==> config.mk <==
export PLATFORM = sky130hd
export DESIGN_NAME = instr_encoder_flat
export DESIGN_NICKNAME = d
export VERILOG_FILES = /design/src/rtl/instr_encoder_if.sv /design/src/rtl/instr_encoder.sv /design/src/flat_wrapper.sv
export SDC_FILE = /design/constraint.sdc
export NUM_CORES = 1
export LEC_CHECK = 0
export BUFFER_PORTS_ARGS = -buffer_cell sky130_fd_sc_hd__buf_4
export CAP_MARGIN = 20
export CORE_MARGIN = 1
export CORE_UTILIZATION = 41
export CTS_CLUSTER_DIAMETER = 150
export DETAILED_ROUTE_END_ITERATION = 12
export MAX_ROUTING_LAYER = met4
export PLACE_DENSITY_LB_ADDON = 0.1
export SYNTH_ARGS = -nofsm -noshare
export SYNTH_HDL_FRONTEND = slang
export SYNTH_SLANG_ARGS = --single-unit
export TNS_END_PERCENT = 20
==> constraint.sdc <==
create_clock -name clk -period 2.1 [get_ports clk]
set_input_delay 0.42 -clock clk [delete_from_list [all_inputs] [get_ports clk]]
set_output_delay 0.42 -clock clk [all_outputs]
set_load 0.02 [all_outputs]
==> src/rtl/instr_encoder_if.sv <==
// Request/response bundle for the RV32I instruction encoder.
// The master drives requests and sinks encoded words; the slave is the encoder.
interface instr_encoder_if #(
    parameter int unsigned ADDR_W = 16
);
    logic              in_valid;
    logic              in_ready;
    logic [2:0]        in_fmt;
    logic [6:0]        in_opcode;
    logic [4:0]        in_rd;
    logic [4:0]        in_rs1;
    logic [4:0]        in_rs2;
    logic [2:0]        in_funct3;
    logic [6:0]        in_funct7;
    logic [31:0]       in_imm;
    logic              out_valid;
    logic              out_ready;
    logic [31:0]       out_instr;
    logic [ADDR_W-1:0] out_addr;

    modport master (
        output in_valid, in_fmt, in_opcode, in_rd, in_rs1, in_rs2,
               in_funct3, in_funct7, in_imm, out_ready,
        input  in_ready, out_valid, out_instr, out_addr
    );

    modport slave (
        input  in_valid, in_fmt, in_opcode, in_rd, in_rs1, in_rs2,
               in_funct3, in_funct7, in_imm, out_ready,
        output in_ready, out_valid, out_instr, out_addr
    );
endinterface

==> src/rtl/instr_encoder.sv <==
// Packs RV32I fields into instruction words, range-checks immediates and
// streams legal words to auto-incrementing byte addresses through a one-entry stage.
module instr_encoder #(
    parameter int unsigned       ADDR_W    = 16,
    parameter logic [ADDR_W-1:0] BASE_ADDR = '0
) (
    input  logic               clk,
    input  logic               resetn,
    input  logic               clr,
    instr_encoder_if.slave     bus,
    output logic               err,
    output logic [7:0]         err_cnt
);
    typedef enum logic [2:0] {
        FMT_R   = 3'd0,
        FMT_I   = 3'd1,
        FMT_S   = 3'd2,
        FMT_B   = 3'd3,
        FMT_U   = 3'd4,
        FMT_J   = 3'd5,
        FMT_ISH = 3'd6,
        FMT_RSV = 3'd7
    } fmt_e;

    localparam int unsigned WORD_W = 32;

    logic [WORD_W-1:0] imm;
    logic [6:0]        op;
    logic [WORD_W-1:0] enc;
    logic              legal;
    logic              accept;

    logic              valid_q;
    logic [WORD_W-1:0] instr_q;
    logic [ADDR_W-1:0] addr_q;
    logic [ADDR_W-1:0] next_addr_q;

    assign imm    = bus.in_imm;
    assign op     = bus.in_opcode;
    assign accept = bus.in_valid && bus.in_ready;

    assign bus.in_ready  = !clr && (!valid_q || bus.out_ready);
    assign bus.out_valid = valid_q;
    assign bus.out_instr = instr_q;
    assign bus.out_addr  = addr_q;

    // Field packing and immediate range check per format
    always_comb begin
        enc   = '0;
        legal = 1'b0;
        case (fmt_e'(bus.in_fmt))
            FMT_R: begin
                enc   = {bus.in_funct7, bus.in_rs2, bus.in_rs1, bus.in_funct3, bus.in_rd, op};
                legal = 1'b1;
            end
            FMT_I: begin
                enc   = {imm[11:0], bus.in_rs1, bus.in_funct3, bus.in_rd, op};
                legal = (imm == {{20{imm[11]}}, imm[11:0]});
            end
            FMT_S: begin
                enc   = {imm[11:5], bus.in_rs2, bus.in_rs1, bus.in_funct3, imm[4:0], op};
                legal = (imm == {{20{imm[11]}}, imm[11:0]});
            end
            FMT_B: begin
                enc   = {imm[12], imm[10:5], bus.in_rs2, bus.in_rs1, bus.in_funct3,
                         imm[4:1], imm[11], op};
                legal = (imm == {{19{imm[12]}}, imm[12:0]}) && !imm[0];
            end
            FMT_U: begin
                enc   = {imm[31:12], bus.in_rd, op};
                legal = (imm[11:0] == 12'd0);
            end
            FMT_J: begin
                enc   = {imm[20], imm[10:1], imm[11], imm[19:12], bus.in_rd, op};
                legal = (imm == {{11{imm[20]}}, imm[20:0]}) && !imm[0];
            end
            FMT_ISH: begin
                enc   = {bus.in_funct7, imm[4:0], bus.in_rs1, bus.in_funct3, bus.in_rd, op};
                legal = (imm[31:5] == 27'd0);
            end
            FMT_RSV: begin
                enc   = '0;
                legal = 1'b0;
            end
            default: begin
                enc   = '0;
                legal = 1'b0;
            end
        endcase
    end

    // Output stage, address counter and error tracking
    always_ff @(posedge clk or negedge resetn) begin
        if (!resetn) begin
            valid_q     <= 1'b0;
            instr_q     <= '0;
            addr_q      <= BASE_ADDR;
            next_addr_q <= BASE_ADDR;
            err         <= 1'b0;
            err_cnt     <= 8'd0;
        end else begin
            if (accept && legal) begin
                valid_q     <= 1'b1;
                instr_q     <= enc;
                addr_q      <= next_addr_q;
                next_addr_q <= next_addr_q + ADDR_W'(4);
            end else if (bus.out_ready) begin
                valid_q <= 1'b0;
            end

            // clr never coincides with an accept because in_ready is held low
            if (clr) begin
                next_addr_q <= BASE_ADDR;
                err         <= 1'b0;
                err_cnt     <= 8'd0;
            end else if (accept && !legal) begin
                err <= 1'b1;
                if (err_cnt != 8'hFF) begin
                    err_cnt <= err_cnt + 8'd1;
                end
            end
        end
    end
endmodule

==> src/flat_wrapper.sv <==
// flat-port wrapper written by rule: the top's interface ports become plain ports
module instr_encoder_flat 
#(
    parameter int unsigned       ADDR_W    = 16,
    parameter logic [ADDR_W-1:0] BASE_ADDR = '0
)
  (clk, resetn, clr, err, err_cnt, bus_in_valid, bus_in_fmt, bus_in_opcode, bus_in_rd, bus_in_rs1, bus_in_rs2, bus_in_funct3, bus_in_funct7, bus_in_imm, bus_out_ready, bus_in_ready, bus_out_valid, bus_out_instr, bus_out_addr);
  instr_encoder_if #(.ADDR_W(ADDR_W)) bus_i ();
  input  logic clk;
  input  logic resetn;
  input  logic clr;
  output logic err;
  output logic [7:0] err_cnt;
  input wire logic [$bits(bus_i.in_valid)-1:0] bus_in_valid;
  input wire logic [$bits(bus_i.in_fmt)-1:0] bus_in_fmt;
  input wire logic [$bits(bus_i.in_opcode)-1:0] bus_in_opcode;
  input wire logic [$bits(bus_i.in_rd)-1:0] bus_in_rd;
  input wire logic [$bits(bus_i.in_rs1)-1:0] bus_in_rs1;
  input wire logic [$bits(bus_i.in_rs2)-1:0] bus_in_rs2;
  input wire logic [$bits(bus_i.in_funct3)-1:0] bus_in_funct3;
  input wire logic [$bits(bus_i.in_funct7)-1:0] bus_in_funct7;
  input wire logic [$bits(bus_i.in_imm)-1:0] bus_in_imm;
  input wire logic [$bits(bus_i.out_ready)-1:0] bus_out_ready;
  output wire logic [$bits(bus_i.in_ready)-1:0] bus_in_ready;
  output wire logic [$bits(bus_i.out_valid)-1:0] bus_out_valid;
  output wire logic [$bits(bus_i.out_instr)-1:0] bus_out_instr;
  output wire logic [$bits(bus_i.out_addr)-1:0] bus_out_addr;
  assign bus_i.in_valid = bus_in_valid;
  assign bus_i.in_fmt = bus_in_fmt;
  assign bus_i.in_opcode = bus_in_opcode;
  assign bus_i.in_rd = bus_in_rd;
  assign bus_i.in_rs1 = bus_in_rs1;
  assign bus_i.in_rs2 = bus_in_rs2;
  assign bus_i.in_funct3 = bus_in_funct3;
  assign bus_i.in_funct7 = bus_in_funct7;
  assign bus_i.in_imm = bus_in_imm;
  assign bus_i.out_ready = bus_out_ready;
  assign bus_in_ready = bus_i.in_ready;
  assign bus_out_valid = bus_i.out_valid;
  assign bus_out_instr = bus_i.out_instr;
  assign bus_out_addr = bus_i.out_addr;
  instr_encoder #(.ADDR_W(ADDR_W), .BASE_ADDR(BASE_ADDR)) u_core (.clk(clk), .resetn(resetn), .clr(clr), .bus(bus_i), .err(err), .err_cnt(err_cnt));
endmodule
Word-level counts from Yosys, hierarchy flattened. Index checks and enable logic that the tools add are counted.

Add/sub/neg operators: 2. $mul: 0. Div/mod/pow operators: 0. Order comparisons: 0. Equal/unequal tests: 11. Shifts and indexed selects: 0. Muxes and demuxes: 11. Bitwise operators: 0. Reduce and logical (&&, ||, !) cells: 20.

Operators by type and width (count): $pmux W32 S8 (1); $mux W16 (2); $logic_not A27 Y1 (1); $mux W8 (3); $eq A20 B20 Y1 (1); $eq A19 B19 Y1 (1); $add A16 B3 Y16 const B (1); $eq A3 B3 Y1 const B (4); $logic_not A12 Y1 (1); $eq A11 B11 Y1 (1); $add A8 B1 Y8 const B (1); $ne A8 B8 Y1 const B (1); $reduce_bool A2 Y1 (4); $pmux W1 S7 (1); $eq A3 B2 Y1 const B (2); $logic_and A1 B1 Y1 (6); $logic_not A1 Y1 (4); $mux W1 (4); $eq A3 B1 Y1 const B (1); $logic_not A3 Y1 (1); $reduce_and A2 Y1 (1); $reduce_or A2 Y1 (1); $logic_or A1 B1 Y1 (1).

Flip-flop bits (word level): 74. Bits in latches: 0. Memory bits (writable): 0. ROM bits: 0. Bits of input ports: 72. Output and inout port bits: 59. Word-level logic and storage cells: 50. Memories kept: 0.

Depth between registers and ports, before layout. Gate-level depths: netlist of the first run.

Word-level depth: 7. Depth in mapped cells: 10. Mapped depth without buffers: 8.

Least setup slack after synthesis of the first run. Ideal clock, no wire load.

Path type: input-to-reg. From: in bus_in_imm[12]. To: reg u_core.next_addr_q[14]. Setup time: 125 ps. Data arrival time: 2506 ps. Data required time: 1975 ps. Path slack: -531 ps. Stages: 8. Path buffers: 0. Cells stage by stage: inv_1 -> ha_1 -> or3b_1 -> or4_1 -> o22ai_2 -> nor2_1 -> a2111oi_0 -> mux2_2.

Cells in the longest elaborated chain, start to end: 5. Elaborated cells on any way between the ends: 7. Those cells by class: eq/ne: 2; mux: 1; reduce/logical: 4.

RTL lines: start: declaration (RTL line flat_wrapper.sv:22) `input wire logic [$bits(bus_i.in_imm)-1:0] bus_in_imm;`; $eq A19 B19 Y1 (RTL line instr_encoder.sv:67) `legal = (imm == {{19{imm[12]}}, imm[12:0]}) && !imm[0];`; $logic_and A1 B1 Y1 (RTL line instr_encoder.sv:67); $pmux W1 S7 (*) (RTL line instr_encoder.sv:51) `case (fmt_e'(bus.in_fmt))`; $logic_and A1 B1 Y1 (*) (RTL line instr_encoder.sv:102) `if (accept && legal) begin`; $reduce_bool A2 Y1 (no source line) (*); end signal: assignment (RTL line instr_encoder.sv:106) `next_addr_q <= next_addr_q + ADDR_W'(4);`; end: declaration (RTL line instr_encoder.sv:36) `logic [ADDR_W-1:0] next_addr_q;`.

Every way passes the cells marked *; elsewhere a longest branch is shown, timed or not. A chain may end at the register's enable or synchronous reset.

Final worst setup path of the first run.
From: in bus_in_imm[11]. To: reg u_core.next_addr_q[7].

Cells in the longest elaborated chain, start to end: 4. Elaborated cells on any way between the ends: 6. Those cells by class: eq/ne: 1; mux: 1; reduce/logical: 4.

RTL lines (RTL line): $eq A20 B20 Y1, or another cell as far along (instr_encoder.sv:58, instr_encoder.sv:62); $pmux W1 S7 (*) (instr_encoder.sv:51); $logic_and A1 B1 Y1 (*) (instr_encoder.sv:102); $reduce_bool A2 Y1 (no source line) (*).

Marks and branches as above.

==> results of run 1 <==
[cell families after synthesis]
kind of cell	synth area share [%]
fa+ha+maj	0.884
compound gates	16.0
mux	17.5
xor+xnor	0.413
other cells	0.0883
buf+inv	5.39
flops	41.2
simple gates	18.5
[where the power goes]
group / switching, mW / internal [mW]
combinational: 0.605 / 0.592
clock: 0.543 / 0.584
sequential: 0.0965 / 1.52
total: 1.24 / 2.70
[how the worst min path moves through the flow]
stage,endpoint,slack [ns],cells after the start
2_1_floorplan,u_core.bus.out_addr[10]$_DFFE_PN0P_,0.12,0
3_3_place_gp,u_core.next_addr_q[6]$_DFFE_PN0P_,0.40,1
3_5_place_dp,u_core.next_addr_q[6]$_DFFE_PN0P_,0.40,1
4_1_cts,u_core.bus.out_instr[6]$_DFFE_PN0P_,0.01,1
5_1_grt,u_core.bus.out_addr[2]$_DFFE_PN0P_,0.04,1
6_report,u_core.bus.out_instr[6]$_DFFE_PN0P_,0.01,1
[flip-flops by register name (all words and copies together) (netlist names)]
signal,flops
u_core.next_addr_q,14
u_core.bus.out_instr,32
u_core.bus.out_valid,1
u_core.bus.out_addr,14
u_core.err_cnt,8
u_core.err,1
[per-stage QoR]
stage | util, % | hold slack (ns)
global route | 62.7 | 0.0364
global placement | 59.0 | 0.396
detailed placement | 59.0 | 0.400
floorplan | - | 0.124
CTS | 62.4 | 0.0150
finish | 62.7 | 0.00979
[cell usage after synthesis, drive strengths merged (2+ instances only)]
| cell | n |
|---|---|
| a2111oi | 2 |
| a211oi | 2 |
| a21oi | 25 |
| a221oi | 8 |
| a22o | 18 |
| and2 | 4 |
| and3 | 5 |
| buf | 14 |
| clkbuf | 17 |
| dfrtp | 70 |
| ha | 3 |
| inv | 17 |
| mux2 | 47 |
| mux2i | 13 |
| nand2 | 26 |
| nand2b | 2 |
| nand3 | 29 |
| nand4 | 14 |
| nand4b | 2 |
| nor2 | 33 |
| nor2b | 17 |
| nor3 | 2 |
| nor4 | 7 |
| o211ai | 5 |
| o21ai | 23 |
| o311a | 2 |
| o311ai | 4 |
| or2 | 2 |
| or4 | 2 |
[routing by layer]
layer / track usage (%) / routed length [µm] / vias to the layer above
li1: - / - / 1968
met1: 28.9 / 5250 / 1989
met2: 40.7 / 6140 / 137
met3: 3.71 / 643 / 19
met4: 8.16 / 158 / 0
met5: - / 0 / -
[area by class of cell]
class	count	area [µm²]	area share [%]
tap	133	166	2.68
timing repair buffer	205	1610	25.9
clock buffer	11	141	2.28
sequential	70	1750	28.2
clock inverter	5	57.6	0.927
inverter	17	81.3	1.31
multi-input combinational	316	2400	38.7
[worst max-delay path, cell delays in order]
cell and delay, ns:
sky130_fd_sc_hd__buf_12 0.09, sky130_fd_sc_hd__inv_12 0.03, sky130_fd_sc_hd__ha_4 0.23, sky130_fd_sc_hd__or4_4 0.49, sky130_fd_sc_hd__a2111oi_4 0.34, sky130_fd_sc_hd__buf_4 0.19, sky130_fd_sc_hd__o21ai_2 0.09, sky130_fd_sc_hd__buf_6 0.15
sky130_fd_sc_hd__a211o_1 0.25, sky130_fd_sc_hd__mux2_2 0.27
[what timing repair did]
action                     in CTS  in global routing
hold endpoints to repair        0                  0
resized for setup              40                  7
buffers inserted                2                  0
gates cloned                    1                  0
pin swaps                       5                  2
setup endpoints to repair      67                 68
==> reports/qor.yml, run 1 <==
pwr:
  power.static_leakage_nw: 3.05
  peakVddDrop_uv: 374
  power_density_mw_per_mm2: 635
  p_total_mw: 3.94
synthesis:
  yosys.area.top_type_share_pct: 41.2
  synthFlopType: "sky130_fd_sc_hd__dfrtp_1"
  synth.area.top_cells: "sky130_fd_sc_hd__dfrtp_1 (41%), sky130_fd_sc_hd__mux2_2 (8.2%), sky130_fd_sc_hd__mux2_4 (5.7%)"
  ys_warn_count: 0
  avgSynthCellArea_um2: 9.81
  postSynth.asyncResetShare_pct: 100
  synth_seq_cells: 70
  synthesized_instance_count: 433
  ys_types: 56
  synthesis.area_mm2: 0.00425
  synth_seq_area_share_pct: 41.2
  post_synth_top_area_cell: "sky130_fd_sc_hd__dfrtp_1"
  synth_edf_count: 0
clocking:
  ctsHtreeMaxLevel: 3
  cts_tree: "done"
  cts-root-to-sink-buffers: 2
  cts_hold_buffers: 0
  cts_root_buf: "sky130_fd_sc_hd__clkbuf_8"
  path_clk_slew_ns: 0.08
  cts_inserted_buffers: 9
  worstSkewPairLatency_ns: 0.35
  tritoncts_num_sinks: 70
drt:
  routed_via_density: 5.43
  detailedRoute.firstIterationViolations: 114
  postRouteWirelength_um: 12200
  drcViolationCount: 0
  avgRoutedWirePerCell_um: 16.1
  antenna_violation_net_count_after_detailed_routing: 0
  drt-pass1-iter-count: 4
  num_vias: 4113
timing:
  setup_repair_after_global_routing_missed_its_margin: "true"
  finalSetupTns_ns: -7.84
  post-route-period-util_pct: 110
  maxSlewViolCount: 0
  fin_worst_skew_ns: 0.00437
  worst_slew_pin_slew_ns: 0.582
  timing.slew.headroom_pct: 60.9
  finalSetupViolations: 56
  final_hold_viol_count: 0
  min_period_ns: 2.31
  layout_setup_ws_ns: -0.207
  fmax_ghz: 0.433
setup_path:
  cp.arrival_ns: 2.54
  cp-endpoint: "u_core.next_addr_q[7]$_DFFE_PN0P_"
  worst_ep_required_time_ns: 2.34
  worst-path-max-fanout: 5
  reg2reg_depth: 8
  worstSetupStartpoint: "bus_in_imm[11]"
  critPathCaptureType: "flip-flop"
  setup.reg_to_reg.worst_slack_ns: -0.16
  critical_r2r_launch: "u_core.err_cnt[0]$_DFFE_PN0P_"
  rr_endpoint: "u_core.err_cnt[4]$_DFFE_PN0P_"
  timing.setup.critical_path_class: "primary input to flip-flop"
  cp-start-kind: "primary input"
final_layout:
  area_growth_synth_to_finish_pct: 46.3
  nFillCells: 870
  layout.cells.most_common: "sky130_fd_sc_hd__buf_4"
  layout_common_cells: "sky130_fd_sc_hd__buf_4 (196), sky130_fd_sc_hd__dfrtp_1 (70), sky130_fd_sc_hd__nor2_1 (32)"
  ratio_of_cells_with_drive_above_1_in_the_final_layout_pct: 47.3
  final_nets: 694
  insertedDiodeCount: 0
  post-route-cell-area_mm2: 0.00621
  final_std_cells_w_o_fill: 757
min_path:
  worst_hold_path_type: "primary input to asynchronous set/reset pin"
die:
  start_util_pct: 42.9
  core_area_mm2: 0.00991
  fp.dieArea_mm2: 0.0108
  number_of_cell_rows: 36
  die_width_um: 104
  ios: 131
  dieHeight_um: 104
global_routing:
  grt_antenna_before_repair: 0
  global_route_wire_length_before_repair_um: 20100
  grt_overflow_total: 0
  grt_use_total_pct: 23.9
  grt_pass1_vias: 4197
  grt_max_degree: 40
place:
  placedInstanceArea_mm2: 0.00584
  post_place_setup_slack_ns: -0.672
  place.gp.congestion: 0.933
  place.detailed.instances: 738
  port_buffers: 128
  detailed_place_hpwl_um: 9130
run:
  cap_violations: 0
run_status:
  outcome: "finished, violations left"
  violations_in_the_final_reports: "setup timing"
Note: power is estimated with default switching activity, not from simulation.
==> inputs of run 2 (changes only) <==
CORE_ASPECT_RATIO = 0.6   (was not set)
CTS_BUF_LIST = sky130_fd_sc_hd__clkbuf_4   (was not set)
HOLD_SLACK_MARGIN = 0.05   (was not set)
==> reports/qor.yml, run 2 (same netlist as run 1, synthesis figures left out) <==
final_layout:
  insertedDiodeCount: 0
  final_nets: 703
  ratio_of_cells_with_drive_above_1_in_the_final_layout_pct: 49.1
  final_std_cells_w_o_fill: 767
  area_growth_synth_to_finish_pct: 48.6
  layout_common_cells: "sky130_fd_sc_hd__buf_4 (198), sky130_fd_sc_hd__dfrtp_1 (70), sky130_fd_sc_hd__nor2_1 (33)"
  nFillCells: 851
  layout.cells.most_common: "sky130_fd_sc_hd__buf_4"
  largest_register_ffs: 32
pwr:
  p_switching_mw: 1.22
  power.static_leakage_nw: 3.09
  peakVddDrop_uv: 424
  power_density_mw_per_mm2: 570
  power.sequential.fraction_pct: 45.2
  pint_mw: 2.37
  netSwitchingFraction_pct: 34.0
  p_comb_share_pct: 34.4
  pwr-share-clk_pct: 20.4
die:
  die_width_um: 133
  start_util_pct: 42.7
  core_area_mm2: 0.00995
  dieHeight_um: 80.8
  number_of_cell_rows: 28
  fp.dieArea_mm2: 0.0108
  ios: 131
timing:
  final_hold_viol_count: 0
  finalSetupTns_ns: -5.25
  finalSetupViolations: 58
  worst_slew_pin_slew_ns: 0.674
  maxSlewViolCount: 0
  min_period_ns: 2.29
  layout_setup_ws_ns: -0.194
  post-route-period-util_pct: 109
  fin_worst_skew_ns: 0.0153
  setup_repair_after_global_routing_missed_its_margin: "true"
  fmax_ghz: 0.436
  timing.slew.headroom_pct: 54.8
global_routing:
  grt_overflow_total: 0
  globalRoute.busiestLayer: "met1"
  grtUsageMet2_pct: 35.8
  global_route_wire_length_before_repair_um: 20800
  grt_antenna_before_repair: 0
  grt_util_met1_pct: 38.4
  grt_use_met3_pct: 5.43
  grt_pass1_vias: 4042
  grt_use_total_pct: 26.1
  grt_max_degree: 35
place:
  port_buffers: 128
  place.gp.congestion: 0.877
  detailed_place_hpwl_um: 9650
  place.detailed.instances: 741
setup_path:
  timing.setup.critical_path_class: "primary input to flip-flop"
  critPathCaptureType: "flip-flop"
  cp-start-kind: "primary input"
  worst_ep_required_time_ns: 2.42
  cp.arrival_ns: 2.61
  worst-path-max-fanout: 3
drt:
  routed_via_density: 5.42
  num_vias: 4154
  drt-pass1-iter-count: 4
  detailedRoute.firstIterationViolations: 251
  avgRoutedWirePerCell_um: 17.2
  antenna_violation_net_count_after_detailed_routing: 0
  postRouteWirelength_um: 13200
  drcViolationCount: 0
clocking:
  ctsHtreeMaxLevel: 3
  cts_inserted_buffers: 9
  cts-root-to-sink-buffers: 2
  worstSkewPairLatency_ns: 0.44
  path_clk_slew_ns: 0.10
  tritoncts_num_sinks: 70
  cts_tree: "done"
  cts_root_buf: "sky130_fd_sc_hd__clkbuf_4"
run_status:
  violations_in_the_final_reports: "setup timing"
  outcome: "finished, violations left"
min_path:
  worst_hold_path_type: "primary input to flip-flop"
run:
  cap_violations: 0
## run 2: cell types whose count changed in the layout (fill, tap and decap cells not counted), sizes merged
cell         delta
clkbuf          +1
bufinv          -1
dlygate4sd3     +1
clkinvlp        +1
buf             +6
clkinv          +1
inv             -1
## run 2: power by group through the flow
stage,Sequential [mW],Clock [mW],Combinational (mW)
global placement,1.64,0,1.17
detailed placement,1.65,0,1.19
global route,1.65,0.817,1.33
finish,1.63,0.733,1.24
floorplan,1.85,0,0.356
CTS,1.62,0.754,1.21
## run 2: metrics by stage
stage	setup slack [ns]	instance area (µm²)	power, mW	hold slack [ns]	utilization (%)
6_report	-0.194	6310	3.60	0.177	63.4
2_1_floorplan	-0.414	4290	2.21	0.124	-
3_5_place_dp	-0.666	5850	2.84	0.391	58.8
4_1_cts	-0.176	6130	3.59	0.157	61.6
3_3_place_gp	-0.635	5850	2.82	0.383	58.8
5_1_grt	-0.253	6310	3.79	0.164	63.4
## run 2: final timing paths
path,start,end,slack (ns),cells past startpoint
worst min register to register,u_core.bus.out_instr[26]$_DFFE_PN0P_,u_core.bus.out_instr[26]$_DFFE_PN0P_,0.52,1
worst max register to register,u_core.err_cnt[0]$_DFFE_PN0P_,u_core.err_cnt[4]$_DFFE_PN0P_,0.08,7
worst min-delay path,bus_out_ready,u_core.bus.out_valid$_DFFE_PN0P_,0.18,2
worst max-delay path,bus_in_imm[11],u_core.next_addr_q[14]$_DFFE_PN0P_,-0.19,10
max in group asynchronous,resetn,u_core.bus.out_addr[11]$_DFFE_PN0P_,1.09,3
min in group asynchronous,resetn,u_core.bus.out_instr[29]$_DFFE_PN0P_,0.44,2
## run 2: final cells by class
| cell class | count | area [µm²] | share of cell area, % |
|---|---|---|---|
| Multi-Input combinational cell | 316 | 2480 | 39.3 |
| Sequential cell | 70 | 1750 | 27.8 |
| Timing Repair Buffer | 214 | 1730 | 27.3 |
| Tap cell | 135 | 169 | 2.68 |
| Inverter | 17 | 81.3 | 1.29 |
| Clock buffer | 10 | 75.1 | 1.19 |
| Clock inverter | 5 | 27.5 | 0.436 |
## run 2: routing by layer
layer | share of wire, % | vias to the layer above
li1 | - | 1984
met2 | 41 | 134
met3 | 5.3 | 12
met1 | 53 | 2024
met4 | 1.0 | 0
met5 | 0 | -
## run 2: critical path, stage by stage
cell and delay [ns]:
sky130_fd_sc_hd__buf_12 0.11, sky130_fd_sc_hd__inv_12 0.04, sky130_fd_sc_hd__ha_4 0.19, sky130_fd_sc_hd__or3b_1 0.34, sky130_fd_sc_hd__or4_4 0.43, sky130_fd_sc_hd__o22ai_4 0.20
sky130_fd_sc_hd__buf_6 0.13, sky130_fd_sc_hd__nor2_1 0.06, sky130_fd_sc_hd__a2111oi_2 0.32, sky130_fd_sc_hd__mux2_2 0.37
## run 2: repair_timing
item                       in CTS  in global routing
gates resized for setup        39                 30
buffers inserted                4                  2
pin swaps                       5                  5
gates cloned                    1                  3
hold buffers                    1                  0
hold endpoints to repair       27                  0
setup endpoints to repair      54                 56
